--- src/rtl/cpu_pkg.sv ---
// Shared decode definitions for the IF->EX control unit: opcodes, control packet and decode helpers.
package cpu_pkg;

  localparam logic [6:0] R_TYPE  = 7'b0110011;
  localparam logic [6:0] I_IMM   = 7'b0010011;
  localparam logic [6:0] I_LOAD  = 7'b0000011;
  localparam logic [6:0] S_TYPE  = 7'b0100011;
  localparam logic [6:0] B_TYPE  = 7'b1100011;
  localparam logic [6:0] J_JAL   = 7'b1101111;
  localparam logic [6:0] I_JALR  = 7'b1100111;
  localparam logic [6:0] U_LUI   = 7'b0110111;
  localparam logic [6:0] U_AUIPC = 7'b0010111;

  typedef enum logic [1:0] {
    WB_ALU = 2'd0,
    WB_MEM = 2'd1,
    WB_PC4 = 2'd2
  } wb_sel_e;

  typedef enum logic [2:0] {
    IMM_I = 3'd0,
    IMM_S = 3'd1,
    IMM_B = 3'd2,
    IMM_U = 3'd3,
    IMM_J = 3'd4,
    IMM_R = 3'd5
  } imm_type_e;

  typedef struct packed {
    logic      mem_read;
    logic      mem_write;
    logic      reg_write;
    logic      jump;
    logic      branch;
    logic      alu_src;
    wb_sel_e   wb_sel;
    imm_type_e imm_type;
  } ctrl_t;

  function automatic ctrl_t decode_opcode(input logic [6:0] opcode);
    ctrl_t c;
    c = '0;
    case (opcode)
      R_TYPE:  begin c.reg_write = 1'b1; c.wb_sel = WB_ALU; c.imm_type = IMM_R; end
      I_IMM:   begin c.reg_write = 1'b1; c.alu_src = 1'b1; c.imm_type = IMM_I; end
      I_LOAD:  begin
        c.mem_read = 1'b1; c.reg_write = 1'b1; c.alu_src = 1'b1;
        c.wb_sel = WB_MEM; c.imm_type = IMM_I;
      end
      S_TYPE:  begin c.mem_write = 1'b1; c.alu_src = 1'b1; c.imm_type = IMM_S; end
      B_TYPE:  begin c.branch = 1'b1; c.imm_type = IMM_B; end
      J_JAL:   begin c.reg_write = 1'b1; c.jump = 1'b1; c.wb_sel = WB_PC4; c.imm_type = IMM_J; end
      I_JALR:  begin
        c.reg_write = 1'b1; c.jump = 1'b1; c.alu_src = 1'b1;
        c.wb_sel = WB_PC4; c.imm_type = IMM_I;
      end
      U_LUI, U_AUIPC: begin c.reg_write = 1'b1; c.alu_src = 1'b1; c.imm_type = IMM_U; end
      default: c = '0;
    endcase
    return c;
  endfunction

  // Legal only for a known opcode in the 32-bit (low bits 2'b11) encoding space.
  function automatic logic is_legal(input logic [31:0] instr);
    logic known;
    case (instr[6:0])
      R_TYPE, I_IMM, I_LOAD, S_TYPE, B_TYPE,
      J_JAL, I_JALR, U_LUI, U_AUIPC: known = 1'b1;
      default:                       known = 1'b0;
    endcase
    return known & (instr[1:0] == 2'b11);
  endfunction

endpackage

--- src/rtl/control_unit_pipe_if.sv ---
// Fetch-side and execute-side handshake bundle of control_unit_pipe, plus the pipeline flush.
interface control_unit_pipe_if
  import cpu_pkg::*;
#(
  parameter int PC_W = 32
);
  logic            flush;
  logic            in_valid;
  logic            in_ready;
  logic [PC_W-1:0] in_pc;
  logic [31:0]     in_instr;
  logic            out_valid;
  logic            out_ready;
  logic [PC_W-1:0] out_pc;
  logic [31:0]     out_instr;
  ctrl_t           out_ctrl;
  logic            illegal;

  modport master (
    output flush, in_valid, in_pc, in_instr, out_ready,
    input  in_ready, out_valid, out_pc, out_instr, out_ctrl, illegal
  );

  modport slave (
    input  flush, in_valid, in_pc, in_instr, out_ready,
    output in_ready, out_valid, out_pc, out_instr, out_ctrl, illegal
  );
endinterface

--- src/rtl/ctrl_fifo.sv ---
// Generic synchronous FIFO with flush, occupancy count and full/empty flags (DEPTH a power of two).
module ctrl_fifo #(
  parameter int WIDTH = 8,
  parameter int DEPTH = 2
) (
  input  logic                       clk,
  input  logic                       rst_n,
  input  logic                       flush,
  input  logic                       push,
  input  logic                       pop,
  input  logic [WIDTH-1:0]           wdata,
  output logic [WIDTH-1:0]           rdata,
  output logic [$clog2(DEPTH):0]     count,
  output logic                       full,
  output logic                       empty
);
  localparam int PTR_W = $clog2(DEPTH);
  localparam int CNT_W = PTR_W + 1;

  logic [WIDTH-1:0] mem_r [DEPTH];
  logic [PTR_W-1:0] wr_ptr_r;
  logic [PTR_W-1:0] rd_ptr_r;
  logic [CNT_W-1:0] count_r;
  logic             push_s;
  logic             pop_s;

  assign full   = (count_r == CNT_W'(DEPTH));
  assign empty  = (count_r == {CNT_W{1'b0}});
  assign push_s = push & ~full & ~flush;
  assign pop_s  = pop & ~empty & ~flush;
  assign count  = count_r;
  assign rdata  = mem_r[rd_ptr_r];

  // Storage array; contents need no reset since empty entries are never presented.
  always_ff @(posedge clk) begin
    if (push_s) begin
      mem_r[wr_ptr_r] <= wdata;
    end
  end

  // Pointers wrap naturally at DEPTH; flush clears state just like reset.
  always_ff @(posedge clk) begin
    if (!rst_n || flush) begin
      wr_ptr_r <= {PTR_W{1'b0}};
      rd_ptr_r <= {PTR_W{1'b0}};
      count_r  <= {CNT_W{1'b0}};
    end else begin
      if (push_s) wr_ptr_r <= wr_ptr_r + PTR_W'(1'b1);
      if (pop_s)  rd_ptr_r <= rd_ptr_r + PTR_W'(1'b1);
      case ({push_s, pop_s})
        2'b10:   count_r <= count_r + CNT_W'(1'b1);
        2'b01:   count_r <= count_r - CNT_W'(1'b1);
        default: count_r <= count_r;
      endcase
    end
  end
endmodule

--- src/rtl/control_unit_pipe.sv ---
// Registered, flow-controlled opcode decoder between IF and EX; buffers decoded entries in ctrl_fifo.
// Optional feature: define ILLEGAL_TRAP_EN to flag illegal encodings and squash their side effects.
module control_unit_pipe
  import cpu_pkg::*;
#(
  parameter int PC_W  = 32,
  parameter int DEPTH = 2
) (
  input logic                clk,
  input logic                rst_n,
  control_unit_pipe_if.slave bus
);
  localparam int CNT_W = $clog2(DEPTH) + 1;

  typedef struct packed {
    logic            illegal;
    ctrl_t           ctrl;
    logic [31:0]     instr;
    logic [PC_W-1:0] pc;
  } entry_t;

  ctrl_t            raw_ctrl_s;
  ctrl_t            dec_ctrl_s;
  logic             dec_illegal_s;
  entry_t           wr_entry_s;
  entry_t           rd_entry_s;
  entry_t           head_s;
  logic             push_s;
  logic             pop_s;
  logic             full_s;
  logic             empty_s;
  logic [CNT_W-1:0] count_s;
  logic [CNT_W-1:0] count_nxt_s;
  logic             in_ready_r;

  // Decode of the incoming instruction; illegal entries lose every architectural side effect.
  always_comb begin
    raw_ctrl_s = decode_opcode(bus.in_instr[6:0]);
`ifdef ILLEGAL_TRAP_EN
    dec_illegal_s = ~is_legal(bus.in_instr);
`else
    dec_illegal_s = 1'b0;
`endif
    dec_ctrl_s           = raw_ctrl_s;
    dec_ctrl_s.reg_write = raw_ctrl_s.reg_write & ~dec_illegal_s;
    dec_ctrl_s.mem_write = raw_ctrl_s.mem_write & ~dec_illegal_s;
    dec_ctrl_s.mem_read  = raw_ctrl_s.mem_read & ~dec_illegal_s;
    dec_ctrl_s.jump      = raw_ctrl_s.jump & ~dec_illegal_s;
    dec_ctrl_s.branch    = raw_ctrl_s.branch & ~dec_illegal_s;
  end

  assign wr_entry_s = '{illegal: dec_illegal_s, ctrl: dec_ctrl_s,
                        instr: bus.in_instr, pc: bus.in_pc};
  assign push_s     = bus.in_valid & in_ready_r & ~full_s & ~bus.flush;
  assign pop_s      = ~empty_s & bus.out_ready & ~bus.flush;

  ctrl_fifo #(
    .WIDTH ($bits(entry_t)),
    .DEPTH (DEPTH)
  ) u_fifo (
    .clk   (clk),
    .rst_n (rst_n),
    .flush (bus.flush),
    .push  (push_s),
    .pop   (pop_s),
    .wdata (wr_entry_s),
    .rdata (rd_entry_s),
    .count (count_s),
    .full  (full_s),
    .empty (empty_s)
  );

  // Occupancy after this edge, so in_ready can be registered without seeing out_ready combinationally.
  always_comb begin
    count_nxt_s = count_s;
    if (bus.flush) begin
      count_nxt_s = {CNT_W{1'b0}};
    end else if (push_s && !pop_s) begin
      count_nxt_s = count_s + CNT_W'(1'b1);
    end else if (pop_s && !push_s) begin
      count_nxt_s = count_s - CNT_W'(1'b1);
    end else begin
      count_nxt_s = count_s;
    end
  end

  // in_ready is low throughout reset and reflects free space from the first post-reset edge.
  always_ff @(posedge clk) begin
    if (!rst_n) begin
      in_ready_r <= 1'b0;
    end else begin
      in_ready_r <= (count_nxt_s < CNT_W'(DEPTH));
    end
  end

  assign head_s        = empty_s ? '0 : rd_entry_s;
  assign bus.in_ready  = in_ready_r;
  assign bus.out_valid = ~empty_s;
  assign bus.out_pc    = head_s.pc;
  assign bus.out_instr = head_s.instr;
  assign bus.out_ctrl  = head_s.ctrl;
  assign bus.illegal   = head_s.illegal;
endmodule

--- src/flat_wrapper.sv ---
// flat-port wrapper written by rule: the top's interface ports become plain ports
module control_unit_pipe_flat import cpu_pkg::*;
#(
  parameter int PC_W  = 32,
  parameter int DEPTH = 2
)
  (clk, rst_n, bus_flush, bus_in_valid, bus_in_pc, bus_in_instr, bus_out_ready, bus_in_ready, bus_out_valid, bus_out_pc, bus_out_instr, bus_out_ctrl, bus_illegal);
  control_unit_pipe_if #(.PC_W(PC_W)) bus_i ();
  input logic clk;
  input logic rst_n;
  input wire logic [$bits(bus_i.flush)-1:0] bus_flush;
  input wire logic [$bits(bus_i.in_valid)-1:0] bus_in_valid;
  input wire logic [$bits(bus_i.in_pc)-1:0] bus_in_pc;
  input wire logic [$bits(bus_i.in_instr)-1:0] bus_in_instr;
  input wire logic [$bits(bus_i.out_ready)-1:0] bus_out_ready;
  output wire logic [$bits(bus_i.in_ready)-1:0] bus_in_ready;
  output wire logic [$bits(bus_i.out_valid)-1:0] bus_out_valid;
  output wire logic [$bits(bus_i.out_pc)-1:0] bus_out_pc;
  output wire logic [$bits(bus_i.out_instr)-1:0] bus_out_instr;
  output wire logic [$bits(bus_i.out_ctrl)-1:0] bus_out_ctrl;
  output wire logic [$bits(bus_i.illegal)-1:0] bus_illegal;
  assign bus_i.flush = bus_flush;
  assign bus_i.in_valid = bus_in_valid;
  assign bus_i.in_pc = bus_in_pc;
  assign bus_i.in_instr = bus_in_instr;
  assign bus_i.out_ready = bus_out_ready;
  assign bus_in_ready = bus_i.in_ready;
  assign bus_out_valid = bus_i.out_valid;
  assign bus_out_pc = bus_i.out_pc;
  assign bus_out_instr = bus_i.out_instr;
  assign bus_out_ctrl = bus_i.out_ctrl;
  assign bus_illegal = bus_i.illegal;
  control_unit_pipe #(.PC_W(PC_W), .DEPTH(DEPTH)) u_core (.clk(clk), .rst_n(rst_n), .bus(bus_i));
endmodule
--- config.mk ---
export PLATFORM = sky130hd
export DESIGN_NAME = control_unit_pipe_flat
export DESIGN_NICKNAME = d
export VERILOG_FILES = /design/src/rtl/cpu_pkg.sv /design/src/rtl/control_unit_pipe_if.sv /design/src/rtl/ctrl_fifo.sv /design/src/rtl/control_unit_pipe.sv /design/src/flat_wrapper.sv
export SDC_FILE = /design/constraint.sdc
export NUM_CORES = 1
export LEC_CHECK = 0
export ABC_AREA = 0
export BUFFER_PORTS_ARGS = -buffer_cell sky130_fd_sc_hd__buf_2
export CORE_MARGIN = 3
export CORE_UTILIZATION = 25
export DETAILED_ROUTE_END_ITERATION = 16
export PLACE_DENSITY = 0.53
export SYNTH_ARGS = -nofsm -noshare
export SYNTH_HDL_FRONTEND = slang
export SYNTH_HIERARCHICAL = 1
export SYNTH_SLANG_ARGS = --single-unit
--- constraint.sdc ---
create_clock -name clk -period 7 [get_ports clk]
set_clock_uncertainty 0.05 [all_clocks]
set_input_delay 0.35 -clock clk [delete_from_list [all_inputs] [get_ports clk]]
set_output_delay 0.35 -clock clk [all_outputs]
set_load 0.05 [all_outputs]
======== After elaboration in Yosys (flattened, before gate mapping) ========
Memories as Yosys holds them, arrays and structs flattened. A register that Yosys moved wholly into a read port is not among the register bits.
Cells that the tools add are included.
operators by class
  order comparisons ....................... 1
  reductions and logical operators ........ 12
  mux-type cells .......................... 17
  $add $sub $neg .......................... 4
  bitwise operators ....................... 12
  eq/ne operators ......................... 12
operator list
  operator             count
  $mux 76              1
  $eq 7x6->1 const B   3
  $eq 7x7->1 const B   3
  $pmux 3 s5           1
  $eq 7x5->1 const B   2
  $mux 1               10
  $and 1x1->1          9
  $pmux 2 s2           2
  $eq 7x2->1 const B   1
  $reduce_or 7->1      1
  $mux 2               3
  $reduce_or 6->1      1
  $eq 2x2->1 const B   2
  $reduce_or 2->1      2
  $logic_not 1->1      3
  $not 1->1            3
  $add 1x1->1 const B  2
  $add 2x1->2 const B  1
  $eq 2x1->1 const B   1
  $logic_and 1x1->1    2
  $logic_not 2->1      1
  $lt 2x2->1 const B   1
  $reduce_bool 2->1    1
  $sub 2x1->2 const B  1
  $logic_or 1x1->1     1
word-level totals
  RAM bits ................................ 150
  register bits ........................... 5
  input port bits ......................... 69
  memories ................................ 1
memories
  memory               words  width  rd ports  clocked after Yosys merged registers in  write ports  RTL line         source
  u_core.u_fifo.mem_r  2      75     1         1                                        1            ctrl_fifo.sv:20  logic [WIDTH-1:0] mem_r [DEPTH];

======== Depth between registers and ports, before layout ========
Gate-level depths: netlist (run 1).
  depth after elaboration ................. 10
  mapped depth ............................ 9
  depth with buffers taken out ............ 9

======== Cells and area by module ========
The synthesis (run 1) kept the hierarchy.
by module, submodules not included
  module             instances  area each (um2)  seq. area each (um2)  cells each
  ctrl_fifo          1          5700.5           4664.5                265
  control_unit_pipe  1          782.0            20.0                  128

======== Worst setup path after synthesis (run 1) ========
Ideal clock, no wire load.
  path kind ............................... reg2reg
  start point ............................. register u_core.u_fifo.count_r[0], in the netlist u_core/u_fifo/count[0]
  end point ............................... memory u_core/u_fifo/mem_r[0][0] in the netlist's numbering (enable)
  clock period less this slack ............ 4.838 ns
  slack ................................... 2.162 ns
  cell stages (with the launch flop) ...... 6
  required time ........................... 6.439 ns
  arrival time ............................ 4.277 ns
  path buffers ............................ 0
  cells stage by stage .................... dfxtp_1 nand2b_1 inv_1 and4bb_4 nand3_1 nor2_1
between the ends
  word-level cells in the longest chain between the ends .. 8
RTL lines
  what                          RTL line                 source
  start: declaration            ctrl_fifo.sv:23          logic [CNT_W-1:0] count_r;
  start signal: assignment      ctrl_fifo.sv:46          count_r <= {CNT_W{1'b0}};
  start signal: assignment      ctrl_fifo.sv:51          2'b10: count_r <= count_r + CNT_W'(1'b1);
  start signal: assignment      ctrl_fifo.sv:52          2'b01: count_r <= count_r - CNT_W'(1'b1);
  $eq 2x2->1                    ctrl_fifo.sv:27          assign full = (count_r == CNT_W'(DEPTH));
  named net u_core.full_s       control_unit_pipe.sv:30  logic full_s;
  $not 1->1                     control_unit_pipe.sv:54  assign push_s = bus.in_valid & in_ready_r & ~full_s & ~bus.flush;
  $and 1x1->1 (2 in series)     control_unit_pipe.sv:54
  named net u_core.push_s       control_unit_pipe.sv:28  logic push_s;
  $and 1x1->1 (2 in series)     ctrl_fifo.sv:29          assign push_s = push & ~full & ~flush;
  $mux 1                        ctrl_fifo.sv:36          if (push_s) begin
  $mux 1 (not written as such)  ctrl_fifo.sv:37          mem_r[wr_ptr_r] <= wdata;
  end: declaration              ctrl_fifo.sv:20
The timed path passes the listed nets, and every way through them passes these cells.

======== Final worst setup path (run 1) ========
  start point ............................. register u_core.u_fifo.count_r[0], in the netlist u_core/u_fifo/count[0]
  end point ............................... memory u_core/u_fifo/mem_r[0][29] in the netlist's numbering (enable)
The elaborated chain is that of the path after synthesis.

==> metrics.txt, run 1 <==
number of library cell types mapped by synthesis 31; Fill cells 2505; routability-driven placement congestion ratio 0.698; Slowest-stage cell, CP nor2_4; Required @ worst endpoint 6.99 ns; post-CTS setup buffers 0; ys flop type edfxtp_1; unrepaired setup endpoints after global routing false; Worst-Skew Late Latency 0.41 ns; register bit count reported by yosys roughly 160; share of cells above drive strength 1 0.475; number of standard cells in the final layout excluding fillers 886; worst slew margin relative to its limit 0.224; CTS Hold Bufs 0; kind of critical path register to register; maximum vdd ir drop around 110 uV; ratio of final minimum period to clock period 0.481; synthesized area divided by synthesized cell count 16.5 um^2; max incr delay on CP 0.93 ns; die area 27900 um^2; Worst setup SP type register; Nets 613; setup tns final 0 ns; final wirelength 13300 um; remaining global-route overflow 0; antenna violations before repair 0; Post-DP HPWL 8340 um; cell total after placement 854; utilization after layout 0.321; gr usage total 0.0983; number of DRC markers after the initial detailed-route iteration approximately 230; endpoints failing setup 0; Worst-path clk slew about 0.070 ns; setup slack of the critical path after layout 3.63 ns; antenna diode count 0; CTS tree built; H-tree levels 4; Longest Clk Path Bufs 2; Initial Utilization 0.256; Seq/Total Area, Yosys 0.723; horizontal extent of the die 167 um; measured slew at the worst slew-check pin 1.16 ns; area inside the core boundary about 25000 um^2; number of vias after detailed routing 3650; Crit path max-delay family simple AND/OR/NAND/NOR gates; synthesized instance count 393; DP Worst Slack 3.55 ns; number of rows in the core area 58; final critical-path required period 3.37 ns; detail-routed net length per standard cell 15.0 um; arrival time reported for the critical path endpoint 3.36 ns; total of max-cap violations 0; synth warn 6; clock tree sinks 158; ANT nets after route 0; Syn-to-layout area delta 25.3%; overall power 1.96 mW; post-detailed-route via-to-cell ratio 4.12; number of cells upsized or downsized after cts 0; Slew Limit Fails 0; global-route wire length before repair around 21000 um; I/O pin cnt ~150; min-delay worst type input pin to register; # port buffers 146; critical-path maximum fanout 40; power density over the cells 241 nW/um^2; cell chosen for the clock root clkbuf_16; DR pass1 iterations 4; netlist area before placement 6480 um^2; Die Y-Extent 167 um; crit end category register; maximum clock frequency ~300 MHz; number of enable flip-flop cells after synthesis 152; list of cells traversed by the critical path nand2b_1 > inv_1 > and4bb_4 > nand3_1 > nor2_4 > buf_4; fraction of registers with async set/reset 0; standby leakage power between 2 and 3 nW; maximum number of pins on one net before global-route repair slightly below 80; clock buffer count from CTS 17; status completed; buffers plus inverters on the worst setup path 2; final hold violation count 0; drc violations 0; vias in the first global route between 3000 and 4000
sequential cells by signal, indices dropped and copies added, names as in the netlist, named ones only:
| signal | flops |
|---|---|
| u_core/u_fifo/mem_r | 152 |
| u_core/u_fifo/wr_ptr_r | 1 |
| u_core/u_fifo/rd_ptr_r | 1 |
| u_core/bus.in_ready | 1 |
| u_core/u_fifo/count | 2 |
cell usage in the layout (no fill, tap or decap), drive strengths merged:
master / n
a211o: 1
a21o: 1
a21oi: 7
a31oi: 1
and3: 1
and4bb: 1
buf: 149
clkbuf: 17
clkinv: 6
clkinvlp: 3
conb: 2
dfxtp: 6
edfxtp: 152
ha: 1
inv: 12
mux2: 76
nand2: 2
nand2b: 2
nand3: 4
nand3b: 2
nand4b: 1
nor2: 13
nor2b: 79
nor3: 4
nor3b: 1
o21ai: 4
or2: 1
or3: 3
or4b: 1
xnor2: 1
xor2: 2
report_power, final:
| part | total (mW) | internal [mW] | leakage [nW] | switching, mW |
|---|---|---|---|---|
| Combinational | 0.0691 | 0.0265 | 1.26 | 0.0426 |
| Sequential | 1.05 | 1.04 | 1.47 | 0.00197 |
| Clock | 0.845 | 0.458 | 0.260 | 0.387 |
area by class of cell:
type	instances	area, um^2	share of cell area
flip-flops and latches	158	4690	0.577
multi-input cells	211	1710	0.210
repair buffers	149	753	0.0927
clock buffers	17	425	0.0524
well taps	330	413	0.0508
clock inverters	15	110	0.0136
inverters	6	22.5	0.00277
worst reg2reg max path: cells and delay by family, from the launching register on:
kind / cells / cell delay, ns
simple gates: 4 / 1.72
flops: 1 / 0.50
buf+inv: 2 / 0.73
metrics by stage:
step,cell area (um^2),hold slack [ns]
detailed placement,7590,0.440
global placement,7590,0.436
global route,8120,0.0419
finish,8120,0.0680
floorplan,6490,0.399
CTS,8120,0.0468
cells by family (layout without fill, tap and decap cells):
family / after synthesis / count (layout) / share of synthesized area
adder cells (fa/ha/maj): 1 / 1 / 0.00193
multiplexers: 76 / 76 / 0.132
other: 1 / 2 / 0.000578
XOR/XNOR: 3 / 3 / 0.00405
buffers and inverters: 25 / 187 / 0.0178
flip-flops: 158 / 158 / 0.723
AO/OA/AOI/OAI: 14 / 14 / 0.0120
AND/OR/NAND/NOR: 115 / 115 / 0.109
per-layer routing:
| layer | vias up | GRT usage | part of all wire |
|---|---|---|---|
| li1 | 1742 | - | - |
| met1 | 1802 | 0.121 | 0.44 |
| met2 | 97 | 0.168 | 0.50 |
| met3 | 9 | 0.0285 | 0.048 |
| met4 | 0 | 0.0287 | 0.0089 |
| met5 | - | 0 | 0 |
worst paths after layout:
| path | startpoint | to | slack, ns | depth (start not counted) |
|---|---|---|---|---|
| setup / recovery | u_core/u_fifo/count[0] | u_core/u_fifo/mem_r[0][29] | 3.63 | 6 |
| hold / removal | bus_in_pc[4] | u_core/u_fifo/mem_r[1][4] | 0.07 | 1 |
| setup reg to reg | u_core/u_fifo/count[0] | u_core/u_fifo/mem_r[0][29] | 3.63 | 6 |
| hold reg to reg | u_core/u_fifo/rd_ptr_r | register | 0.46 | 2 |
cell usage after synthesis, types with 2 or more instances:
library cell | count | share of area
nor2b_1 | 79 | 0.076
o21ai_0 | 4 | 0.0031
nor3_1 | 4 | 0.0031
xor2_1 | 2 | 0.0027
dfxtp_1 | 6 | 0.019
buf_4 | 4 | 0.0046
clkbuf_1 | 10 | 0.0058
nand2b_1 | 2 | 0.0019
edfxtp_1 | 152 | 0.70
mux2_2 | 76 | 0.13
nand3b_1 | 2 | 0.0023
or3_1 | 2 | 0.0019
nand2_1 | 2 | 0.0012
nand3_1 | 4 | 0.0031
inv_1 | 6 | 0.0035
nor2_1 | 13 | 0.0075
a21oi_1 | 7 | 0.0054
buf_2 | 5 | 0.0039
Note: power is estimated with default switching activity, not from simulation.
==> run 2, diff against run 1 <==
==> constraint.sdc (replaced) <==
create_clock -name clk -period 3.1 [get_ports clk]
set_clock_uncertainty 0.05 [all_clocks]
set_input_delay 0.155 -clock clk [delete_from_list [all_inputs] [get_ports clk]]
set_output_delay 0.155 -clock clk [all_outputs]
set_load 0.05 [all_outputs]
==> run 2 against run 1 <==
  * Flip-flop and latch count unchanged
  * Utilization increased by 2.9 points
  * Routed wire length increased by 4.5%
  * Critical path depth decreased by 2
  * Cell count increased by 7.6%
  * Power increased by 140%
  * Clock-buffer cell count unchanged
  * Largest cell class unchanged
  * First-iteration DRC count decreased by 32%
  * Cell area increased by 9.1%
  * Die area unchanged
  * Critical endpoint is now bus_out_ctrl[7]
  * Global-route usage increased by 0.49 points
  * Combinational power increased to 3.2 times the previous value
==> metrics.txt, run 2 (synthesized netlist as in run 1, its figures left out) <==
status completed; Worst setup SP type register; antenna violations before repair 0 (unchanged); register containing the most flip-flops in the final layout u_core/u_fifo/mem_r; number of rows in the core area 58 (unchanged); vias in the first global route 4302 (+7.7%); Slew Limit Fails 0 (unchanged); final wirelength 13900 um (+4.5%); final critical-path required period approximately 2.5 ns; routability-driven placement congestion ratio 0.685 (-1.8%); measured slew at the worst slew-check pin 0.921 ns (-0.241 ns); highest-count cells in the layout ignoring fill and taps edfxtp_1 (152), buf_2 (146), nor2b_1 (79), mux2_2 (76), dlygate4sd3_1 (64); most common cell after layout, fill and taps aside edfxtp_1; share of cells above drive strength 1 0.430 (-0.0446); horizontal extent of the die 167 um (unchanged); final instance area 8860 um^2 (+9.1%); maximum clock frequency 397 MHz; final hold violation count 0 (unchanged); Syn-to-layout area delta 36.7%; critical-path maximum fanout 39 (-2.5%); Worst R2R Start u_core/u_fifo/count[0]; worst hold path stage count 1 (unchanged); maximum vdd ir drop 260 uV (+130%); CTS tree built; number of cells upsized or downsized after cts 0 (unchanged); Fill cells 2449 (-2.2%); detail-routed net length per standard cell 14.6 um (-2.9%); remaining global-route overflow 0 (unchanged); Post-DP HPWL 8870 um (+6.4%); CTS Hold Bufs 64 (+64); Worst-Skew Late Latency 0.41 ns (about the same); # port buffers 146 (unchanged); total of max-cap violations 0 (unchanged); r2r setup slk 0.62 ns (-3.01 ns); DR pass1 iterations 5 (+1); post-CTS setup buffers 0 (unchanged); Initial Utilization 0.256 (unchanged); clock buffer count from CTS 17 (unchanged); cell chosen for the clock root clkbuf_16; overall power 4.67 mW (+140%); standby leakage power 3.30 nW (+11%); global-route wire length before repair 22700 um (+5.7%); maximum number of pins on one net before global-route repair 78 (unchanged); unrepaired setup endpoints after global routing false; worst-case reg-to-reg path depth 6 (unchanged); Worst-path clk slew 0.07 ns (about the same); drc violations 0 (unchanged); RR Endpoint u_core/u_fifo/mem_r[0][58]; power density over the cells 527 nW/um^2 (+120%); gr usage total 0.103 (+0.00486); arrival time reported for the critical path endpoint 2.31 ns (-1.05 ns); worst slew margin relative to its limit 0.386 (+0.163); crit end category output pin; utilization after layout 0.350 (+0.0293); number of vias after detailed routing 3894 (+6.7%); area inside the core boundary 25300 um^2 (unchanged); setup tns final 0 ns (unchanged); ANT nets after route 0 (unchanged); kind of critical path register to output pin; cell area after placement 7620 um^2 (+0.46%); number of DRC markers after the initial detailed-route iteration 159 (-32%); Die Y-Extent 167 um (unchanged); Critical Path Sink bus_out_ctrl[7]; min-delay worst type input pin to register; post-detailed-route via-to-cell ratio 4.09 (-0.82%); ratio of final minimum period to clock period 0.812; Nets 680 (+11%); I/O pin cnt 147 (unchanged); Required @ worst endpoint 2.89 ns (-4.10 ns); endpoints failing setup 0 (unchanged); antenna diode count 0 (unchanged); clock tree sinks 158 (unchanged); die area 27900 um^2 (unchanged); Longest Clk Path Bufs 2 (unchanged); H-tree levels 4 (unchanged); flip-flop count of the largest register after layout 152 (unchanged)
==> run 2: cell types whose count changed in the layout (fill, tap and decap cells not counted), sizes merged <==
cell	previous run	this run
clkinv	6	4
bufinv	0	2
buf	149	152
dlygate4sd3	0	64
clkinvlp	3	2
inv	12	13
==> run 2: through the flow <==
step / worst slack (ns) / hold slack [ns] / instances
after floorplan: -0.490 / 0.204 / 394
after global placement: 0.735 / 0.292 / 857
after detailed placement: 0.638 / 0.299 / 857
after CTS: 0.538 / 0.00607 / 953
after global routing: 0.448 / 0.0232 / 953
final: 0.581 / 0.0393 / 953
==> run 2: worst min path at each step <==
| stage | startpoint | to | slack, ns |
|---|---|---|---|
| finish | bus_in_instr[6] | u_core/u_fifo/mem_r[0][38] | 0.04 |
| global route | bus_in_instr[6] | u_core/u_fifo/mem_r[1][38] | 0.02 |
| CTS | bus_in_instr[6] | u_core/u_fifo/mem_r[1][38] | 0.006 |
| detailed placement | bus_in_instr[11] | u_core/u_fifo/mem_r[0][43] | 0.30 |
| global placement | bus_in_instr[8] | u_core/u_fifo/mem_r[0][40] | 0.29 |
| floorplan | bus_in_pc[0] | u_core/u_fifo/mem_r[0][0] | 0.20 |
==> run 2: layout make-up <==
class / count / area (um^2) / share of cell area
tap: 330 / 413 / 0.0466
clock inverter: 15 / 176 / 0.0199
inverter: 6 / 22.5 / 0.00254
sequential: 158 / 4690 / 0.529
multi-input combinational: 211 / 1710 / 0.193
clock buffer: 17 / 425 / 0.0480
timing repair buffer: 216 / 1430 / 0.161
==> run 2: layer usage <==
| metal | share of wire | vias up | global-route usage |
|---|---|---|---|
| li1 | - | 1878 | - |
| met1 | 0.45 | 1903 | 0.125 |
| met2 | 0.51 | 101 | 0.180 |
| met3 | 0.036 | 12 | 0.0271 |
| met4 | 0.011 | 0 | 0.0323 |
| met5 | 0 | - | 0 |
==> run 2: power breakdown <==
group / internal (mW) / switching [mW]
Sequential: 2.36 / 0.00474
Clock: 1.21 / 0.880
Combinational: 0.113 / 0.106
==> run 2: worst max-delay path, stage by stage, from the launching register on <==
cell	delay, ns
dfxtp_4	0.72
buf_12	0.31
mux2_2	0.37
nor2b_1	0.15
buf_2	0.26
